## config.mk

```make
export PLATFORM = sky130hd
export DESIGN_NAME = piso_bit_source
export DESIGN_NICKNAME = d
export VERILOG_FILES = /design/src/rtl/pkg_seq_det.sv /design/src/rtl/piso_hold_buf.sv /design/src/rtl/piso_bit_source.sv
export SDC_FILE = /design/constraint.sdc
export NUM_CORES = 1
export LEC_CHECK = 0
export BUFFER_PORTS_ARGS = -buffer_cell sky130_fd_sc_hd__buf_2
export CELL_PAD_IN_SITES_DETAIL_PLACEMENT = 0
export CELL_PAD_IN_SITES_GLOBAL_PLACEMENT = 1
export CORE_MARGIN = 2
export CORE_UTILIZATION = 39
export DETAILED_ROUTE_END_ITERATION = 8
export HOLD_SLACK_MARGIN = 0.12
export PLACE_DENSITY = 0.82
export REMOVE_ABC_BUFFERS = 1
export SLEW_MARGIN = 20
export SYNTH_ARGS = -nofsm -noshare
export SYNTH_HDL_FRONTEND = slang
export SYNTH_SLANG_ARGS = --single-unit
```

## constraint.sdc

```tcl
create_clock -name clk -period 1.8 [get_ports clk]
set_clock_uncertainty 0.1 [all_clocks]
set_input_delay 0.36 -clock clk [delete_from_list [all_inputs] [get_ports clk]]
set_output_delay 0.36 -clock clk [all_outputs]
set_load 0.02 [all_outputs]
```

## src/rtl/pkg_seq_det.sv

```systemverilog
// Shared definitions for the 101011 sequence-detector slice: FSM states,
// default word width and the detected pattern.
package pkg_seq_det;

  typedef enum logic {
    IDLE  = 1'b0,
    SHIFT = 1'b1
  } state_e;

  localparam int DEFAULT_WIDTH = 8;

  // Oldest bit is the MSB: the detector fires after seeing 1,0,1,0,1,1.
  localparam logic [5:0] SEQ_PATTERN = 6'b101011;

endpackage

```

## src/rtl/piso_hold_buf.sv

```systemverilog
// One-entry hold register that parks the next word while the current one
// is still being shifted out.
module piso_hold_buf
  import pkg_seq_det::*;
#(
  parameter int WIDTH = DEFAULT_WIDTH
) (
  input  logic             clk,
  input  logic             rst_n,
  input  logic             push,
  input  logic             pop,
  input  logic [WIDTH-1:0] din,
  output logic [WIDTH-1:0] dout,
  output logic             full
);

  logic             full_q, full_d;
  logic [WIDTH-1:0] data_q, data_d;

  always_comb begin
    full_d = full_q;
    data_d = data_q;
    if (push) begin
      data_d = din;
      full_d = 1'b1;
    end else if (pop) begin
      full_d = 1'b0;
    end
  end

  always_ff @(posedge clk or negedge rst_n) begin
    if (!rst_n) begin
      full_q <= 1'b0;
    end else begin
      full_q <= full_d;
    end
  end

  // NOTE: the data register is deliberately left without reset; full_q
  // qualifies it, so its contents are never observed while stale.
  always_ff @(posedge clk) begin
    data_q <= data_d;
  end

  assign dout = data_q;
  assign full = full_q;

endmodule

```

## src/rtl/piso_bit_source.sv

```systemverilog
// Parallel-in/serial-out bit source feeding the sequence detector's x input,
// with a one-word hold buffer so consecutive words stream without gaps.
module piso_bit_source
  import pkg_seq_det::*;
#(
  parameter int WIDTH     = DEFAULT_WIDTH,
  parameter bit MSB_FIRST = 1'b1,
  parameter bit IDLE_BIT  = 1'b0
) (
  input  logic             clk,
  input  logic             rst_n,
  input  logic [WIDTH-1:0] din,
  input  logic             din_valid,
  output logic             din_ready,
  output logic             x_out,
  output logic             x_valid,
  output logic             word_done,
  output logic             busy
);

  localparam int            CW       = $clog2(WIDTH);
  localparam logic [CW-1:0] LAST_IDX = CW'(WIDTH - 1);

  state_e           state_q, state_d;
  logic [WIDTH-1:0] shreg_q, shreg_d;
  logic [CW-1:0]    bitcnt_q, bitcnt_d;

  logic             hold_push, hold_pop, hold_full;
  logic [WIDTH-1:0] hold_dout;
  logic             xfer, last_bit, cur_bit;
  logic [WIDTH-1:0] shreg_shifted;

  piso_hold_buf #(.WIDTH(WIDTH)) u_hold (
    .clk   (clk),
    .rst_n (rst_n),
    .push  (hold_push),
    .pop   (hold_pop),
    .din   (din),
    .dout  (hold_dout),
    .full  (hold_full)
  );

  // Ready depends on registered state only, never on din_valid.
  assign din_ready = !hold_full;
  assign xfer      = din_valid && din_ready;
  assign last_bit  = (state_q == SHIFT) && (bitcnt_q == LAST_IDX);

  assign cur_bit       = MSB_FIRST ? shreg_q[WIDTH-1] : shreg_q[0];
  assign shreg_shifted = MSB_FIRST ? {shreg_q[WIDTH-2:0], 1'b0}
                                   : {1'b0, shreg_q[WIDTH-1:1]};

  // NOTE: every signal gets a default before the case so no path leaves
  // one unassigned, which would otherwise infer a latch.
  always_comb begin
    state_d   = state_q;
    shreg_d   = shreg_q;
    bitcnt_d  = bitcnt_q;
    hold_push = 1'b0;
    hold_pop  = 1'b0;

    unique case (state_q)
      IDLE: begin
        if (xfer) begin
          shreg_d  = din;
          bitcnt_d = '0;
          state_d  = SHIFT;
        end
      end
      SHIFT: begin
        if (!last_bit) begin
          shreg_d   = shreg_shifted;
          bitcnt_d  = bitcnt_q + 1'b1;
          hold_push = xfer;
        end else if (hold_full) begin
          shreg_d  = hold_dout;
          hold_pop = 1'b1;
          bitcnt_d = '0;
        end else if (xfer) begin
          // Bypass: the word goes straight into the shifter, skipping the hold.
          shreg_d  = din;
          bitcnt_d = '0;
        end else begin
          shreg_d  = '0;
          bitcnt_d = '0;
          state_d  = IDLE;
        end
      end
      default: state_d = IDLE;
    endcase
  end

  // NOTE: sequential state uses non-blocking assignments so every flop
  // samples the pre-edge value of the others.
  always_ff @(posedge clk or negedge rst_n) begin
    if (!rst_n) begin
      state_q  <= IDLE;
      shreg_q  <= '0;
      bitcnt_q <= '0;
    end else begin
      state_q  <= state_d;
      shreg_q  <= shreg_d;
      bitcnt_q <= bitcnt_d;
    end
  end

  assign x_valid   = (state_q == SHIFT);
  assign x_out     = x_valid ? cur_bit : IDLE_BIT;
  assign word_done = x_valid && (bitcnt_q == LAST_IDX);
  assign busy      = x_valid || hold_full;

endmodule

```

==> results.cfg, run 1 <==
[clocking]
cts_tree = done
cts.clk_slew.worst_paths_ns = 0.12
cts.sinks = 21
cts.path.max_buffers = 2
clock-root-buffer = clkbuf_4
clock_latency_ns = 0.30
htree_levels = 1
numCtsBuffers = 3

[finish]
layout.nets = 105
fin_area_um2 = 1150
layout-drive-gt1-share = 0.4835
multi_input_area_um2 = 374.1
syn2layout_area_growth_pct = 17.97
ff_latch_area_um2 = 566.8
fill_cells = 235
diodes = 0

[drt]
drt-initial-drc-count = 13
first_pass_iters = 3
drtAntennaViolNets = 0
routed_wl_um = 1867
wire_per_inst_um = 15.43
via_per_inst = 5.231
drcViolationCount = 0
vias = 633

[sta]
fin_crit_sh = 0.9776
max_slew_margin = 0.7045
setup_violations = 0
fin_ws_ns = 0.04026
hold_viol = 0
drv_slew = 0
period_needed_ns = 1.760
max_freq_mhz = 568.3
tightest_slew_ns = 0.4427

[pwr]
peakVddDrop_mv = 0.6648
p_leak_nw = 0.4731
power.density_nw_per_um2 = 1492
totalPowerFinal_mw = 1.716

[yosys]
yosys_warnings = 0
yosys.area_share.simple = 0.1014
ys_seq_area_frac = 0.5802
synth.top_cell.area_share = 0.3338
syn_area_per_cell_um2 = 14.13
syn_inst = 69
synthMuxAreaShare = 0.02182
synth_compound_area_frac = 0.2169
yosysMostFrequentCell = dfrtp_1
yosysTopAreaCell = dfrtp_1
synth_top_family_by_area = compound AO/OA/AOI/OAI gates
synthTopCellsByCount = dfrtp_1 (13), edfxtp_1 (8), nor2_1 (8), a221oi_2 (7), o2bb2ai_1 (7)
synthXorXnorAreaFrac = 0
synthArstFlopShare = 0.6190
synth_flop_cell = dfrtp_1
synthDistinctLibCells = 23
ys_ff_latch = 21
synth_fa_ha_area_frac = 0.02567
syn-cell-area_um2 = 974.7
synth_area_leaders = dfrtp_1 (33%), edfxtp_1 (25%), a221oi_2 (11%), o2bb2ai_1 (6.3%), buf_6 (4.6%)
synth_edf_count = 8

[run_status]
status = finished clean

[min_path]
hp-class = primary input to flip-flop

[placement]
place_area_um2 = 1057
dp_hpwl_um = 1281
routabilityCongestion = 0.7095
portBuffers = 15
pre_cts_ws_ns = 0.1800

[global_route]
grt_max_degree = 14
grt_pass1_wl_um = 2925
grt_pass1_vias = 641
grt_usage = 0.1442
grt_overflow = 0
antenna_found_initial = 0

[floorplan]
core_area_um2 = 2432
row_count = 18
die_h_um = 53.99
start_util = 0.4007
io_pins = 16
die_w_um = 53.99
dieArea_um2 = 2915

[flow_run]
maxCapViolCount = 0

[worst_setup_path]
end_kind = output port
max_stage_delay_ns = 0.42
start_kind = flip-flop
cp.arrival_ns = 1.30
worstPathRequired_ns = 1.34
path_cells = ha_2, ha_4, nand2_2, inv_2, buf_6
crit_fanout = 2
crit_type = flip-flop to output port
crit_path_top_delay_cell = dfrtp_1
sequential cells by signal, summed over array words and instances, names as in the netlist:
signal and count:
u_hold.dout 8, u_hold.full 1, x_valid 1, bitcnt_q 3
shreg_q 8
worst max-delay path: cells and delay by family, from the launching register on:
kind / cells / cell delay [ns]
adders and majority gates: 2 / 0.35
and+or+nand+nor: 1 / 0.06
DFF: 1 / 0.42
buffers and inverters: 2 / 0.16
metal layers:
layer  GRT usage  part of all wire  vias to the layer above
li1            -                 -                      308
met1      0.1890              0.49                      310
met2      0.2195              0.46                       11
met3     0.02222             0.031                        4
met4     0.09583             0.019                        0
met5           0                 0                        -
report_power, final:
group / switching, mW / internal [mW]
logic: 0.369 / 0.348
clock network: 0.149 / 0.0828
registers: 0.107 / 0.660
through the flow:
step / hold slack, ns / TNS [ns] / utilization / cells
2_1_floorplan: -0.03559 / 0 / - / 65
4_1_cts: 0.1432 / 0 / 0.4676 / 120
6_report: 0.1497 / 0 / 0.4727 / 121
3_3_place_gp: 0.1605 / 0 / 0.4347 / 112
3_5_place_dp: 0.1665 / 0 / 0.4347 / 112
5_1_grt: 0.1317 / -0.008510 / 0.4727 / 121
area by class of cell:
| type | count | area share |
|---|---|---|
| Clock buffer | 3 | 0.01959 |
| Clock inverter | 1 | 0.004353 |
| Inverter | 2 | 0.006529 |
| Multi-Input combinational cell | 42 | 0.3254 |
| Sequential cell | 21 | 0.4929 |
| Tap cell | 30 | 0.03264 |
| Timing Repair Buffer | 22 | 0.1186 |
path summary, 6_finish.rpt:
kind,from,end,slack (ns),cells past startpoint
max in group asynchronous,rst_n,x_valid,0.97,2
min,din[4],u_hold.dout[4],0.15,1
max,bitcnt_q[1],word_done,0.04,5
min in group asynchronous,rst_n,bitcnt_q[1],0.38,2
min reg2reg,shreg_q[7],shreg_q[7],0.40,1
max reg2reg,bitcnt_q[1],u_hold.dout[1],0.14,5
kinds of logic after synthesis:
kind of cell               after synthesis
muxes                                    2
buffers and inverters                    6
and+or+nand+nor                         18
adders and majority gates                2
AOI/OAI and AO/OA                       20
DFF                                     21
timing repair:
| item | in CTS | in global routing |
|---|---|---|
| hold endpoints to repair | 13 | 0 |
| setup endpoints to repair | 1 | 2 |
| pin swaps | 1 | 1 |
| buffers inserted | 3 | 1 |
| gates resized for setup | 5 | 3 |
| hold buffers | 1 | 0 |
cell usage in the layout, fill, tap and decap left out, types with 2 or more instances in the layout:
| cell | netlist | routed |
|---|---|---|
| buf_2 | 0 | 14 |
| dfrtp_1 | 13 | 12 |
| nor2_1 | 8 | 8 |
| edfxtp_1 | 8 | 8 |
| a221oi_2 | 7 | 7 |
| o2bb2ai_1 | 7 | 7 |
| buf_4 | 0 | 6 |
| clkbuf_4 | 0 | 3 |
| and2_1 | 2 | 2 |
| a22o_1 | 2 | 2 |
(Power assumes the default switching activity.)
==> run 2, diff against run 1 <==
--- a/config.mk
+++ b/config.mk
@@ -6,10 +6,8 @@
 export NUM_CORES = 1
 export LEC_CHECK = 0
 export BUFFER_PORTS_ARGS = -buffer_cell sky130_fd_sc_hd__buf_2
-export CELL_PAD_IN_SITES_DETAIL_PLACEMENT = 0
-export CELL_PAD_IN_SITES_GLOBAL_PLACEMENT = 1
 export CORE_MARGIN = 2
-export CORE_UTILIZATION = 39
+export CORE_UTILIZATION = 48
 export DETAILED_ROUTE_END_ITERATION = 8
 export HOLD_SLACK_MARGIN = 0.12
 export PLACE_DENSITY = 0.82
==> results.cfg, run 2 (same netlist as run 1, synthesis figures left out) <==
[finish]
final_cell_mix = buf_2 (14), dfrtp_1 (12), nor2_1 (8), edfxtp_1 (8)
layout-drive-gt1-share = 0.4667
diodes = 0
utilization = 0.5857
syn2layout_area_growth_pct = 16.69
fill_cells = 169
final_common_cell = buf_2
ff_latch_area_um2 = 566.8
multi_input_area_um2 = 374.1
fin_area_um2 = 1137
layout.nets = 104

[flow_run]
maxCapViolCount = 0

[global_route]
antenna_found_initial = 0
grt_pass1_wl_um = 2994
grt_max_degree = 14
grt_usage = 0.1705
grt_pass1_vias = 635
grt_overflow = 0

[drt]
wire_per_inst_um = 15.09
drtAntennaViolNets = 0
vias = 622
routed_wl_um = 1765
via_per_inst = 5.316
first_pass_iters = 3
drt-initial-drc-count = 8
drcViolationCount = 0

[sta]
rsz0062_at_grt = yes
setup_violations = 0
max_slew_margin = 0.7377
max_freq_mhz = 564.5
tightest_slew_ns = 0.3930
drv_slew = 0
fin_crit_sh = 0.9841
hold_ws_ns = 0.1411
period_needed_ns = 1.771
fin_ws_ns = 0.02854
hold_viol = 0

[worst_setup_path]
end_kind = output port
start_kind = flip-flop
worstPathRequired_ns = 1.34
crit_fanout = 2
crit_type = flip-flop to output port
cp.arrival_ns = 1.31
r2r_slack_ns = 0.14

[clocking]
htree_levels = 1
cts.clk_slew.worst_paths_ns = 0.11
numCtsBuffers = 3
cts_tree = done
cts.path.max_buffers = 2
cts.sinks = 21
clock_latency_ns = 0.31
clock-root-buffer = clkbuf_4

[pwr]
p_int_mw = 1.086
seq_power_share = 0.453
combPwrFrac = 0.411
switchingPower_mw = 0.6126
peakVddDrop_mv = 0.8132
power.share.clock = 0.136
power.density_nw_per_um2 = 1493
p_sw_frac = 0.3607
p_leak_nw = 0.4654

[floorplan]
die_h_um = 49.06
core_area_um2 = 1942
io_pins = 16
start_util = 0.5019
dieArea_um2 = 2407
die_w_um = 49.06
row_count = 16

[placement]
portBuffers = 15
routabilityCongestion = 0.7252
dp_hpwl_um = 1223
pre_cts_ws_ns = 0.1937
place_area_um2 = 1054

[min_path]
hp-class = primary input to flip-flop

[run_status]
status = finished clean
## run 2: cell count changes in the layout (fill, tap and decap cells not counted)
cell      change
buf_4         -1
clkbuf_1      +1
clkinv_2      -1
## run 2: per-stage QoR
| step | total power [mW] | cells | TNS, ns |
|---|---|---|---|
| 5_1_grt | 1.816 | 117 | -0.01749 |
| 2_1_floorplan | 1.196 | 65 | 0 |
| 4_1_cts | 1.680 | 116 | 0 |
| 6_report | 1.699 | 117 | 0 |
| 3_3_place_gp | 1.344 | 109 | 0 |
| 3_5_place_dp | 1.379 | 109 | 0 |
## run 2: worst paths after layout
kind	from	to	cells after the start
hold reg to reg	shreg_q[4]	shreg_q[4]	1
hold / removal	din[2]	u_hold.dout[2]	1
setup / recovery	bitcnt_q[0]	word_done	5
setup reg to reg	bitcnt_q[0]	u_hold.dout[3]	5
min in group asynchronous	rst_n	shreg_q[2]	2
max in group asynchronous	rst_n	x_valid	2
## run 2: area by class of cell
class / instances / share of cell area
flip-flops and latches: 21 / 0.4984
multi-input cells: 42 / 0.3289
repair buffers: 21 / 0.1133
well taps: 27 / 0.02970
inverters: 2 / 0.006601
clock buffers: 4 / 0.02310
## run 2: what timing repair did
| action | CTS | global route |
|---|---|---|
| endpoints found under the hold margin | 13 | 0 |
| setup endpoints to repair | 1 | 2 |
| pin swaps | 1 | 1 |
| hold buffers | 1 | 0 |
| resized for setup | 5 | 3 |
| buffers inserted | 2 | 1 |
## run 2: per-layer routing
layer	GRT usage	up-vias	wire length, um	share of wire
li1	-	304	-	-
met1	0.2118	304	803	0.45
met2	0.2680	10	854	0.48
met3	0.07055	4	82	0.046
met4	0.05714	0	24	0.014
met5	0	-	0	0
## run 2: power groups by stage
stage | clock network (mW) | logic, mW | registers [mW]
floorplan | 0 | 0.448 | 0.748
global placement | 0 | 0.584 | 0.760
detailed placement | 0 | 0.611 | 0.768
CTS | 0.230 | 0.682 | 0.767
global route | 0.258 | 0.771 | 0.787
finish | 0.231 | 0.698 | 0.770
## run 2: critical path, cell delays in order, from the launching register on
cell	delay (ns)
dfrtp_1	0.41
ha_2	0.21
ha_4	0.16
nand2_2	0.06
inv_2	0.04
buf_6	0.12
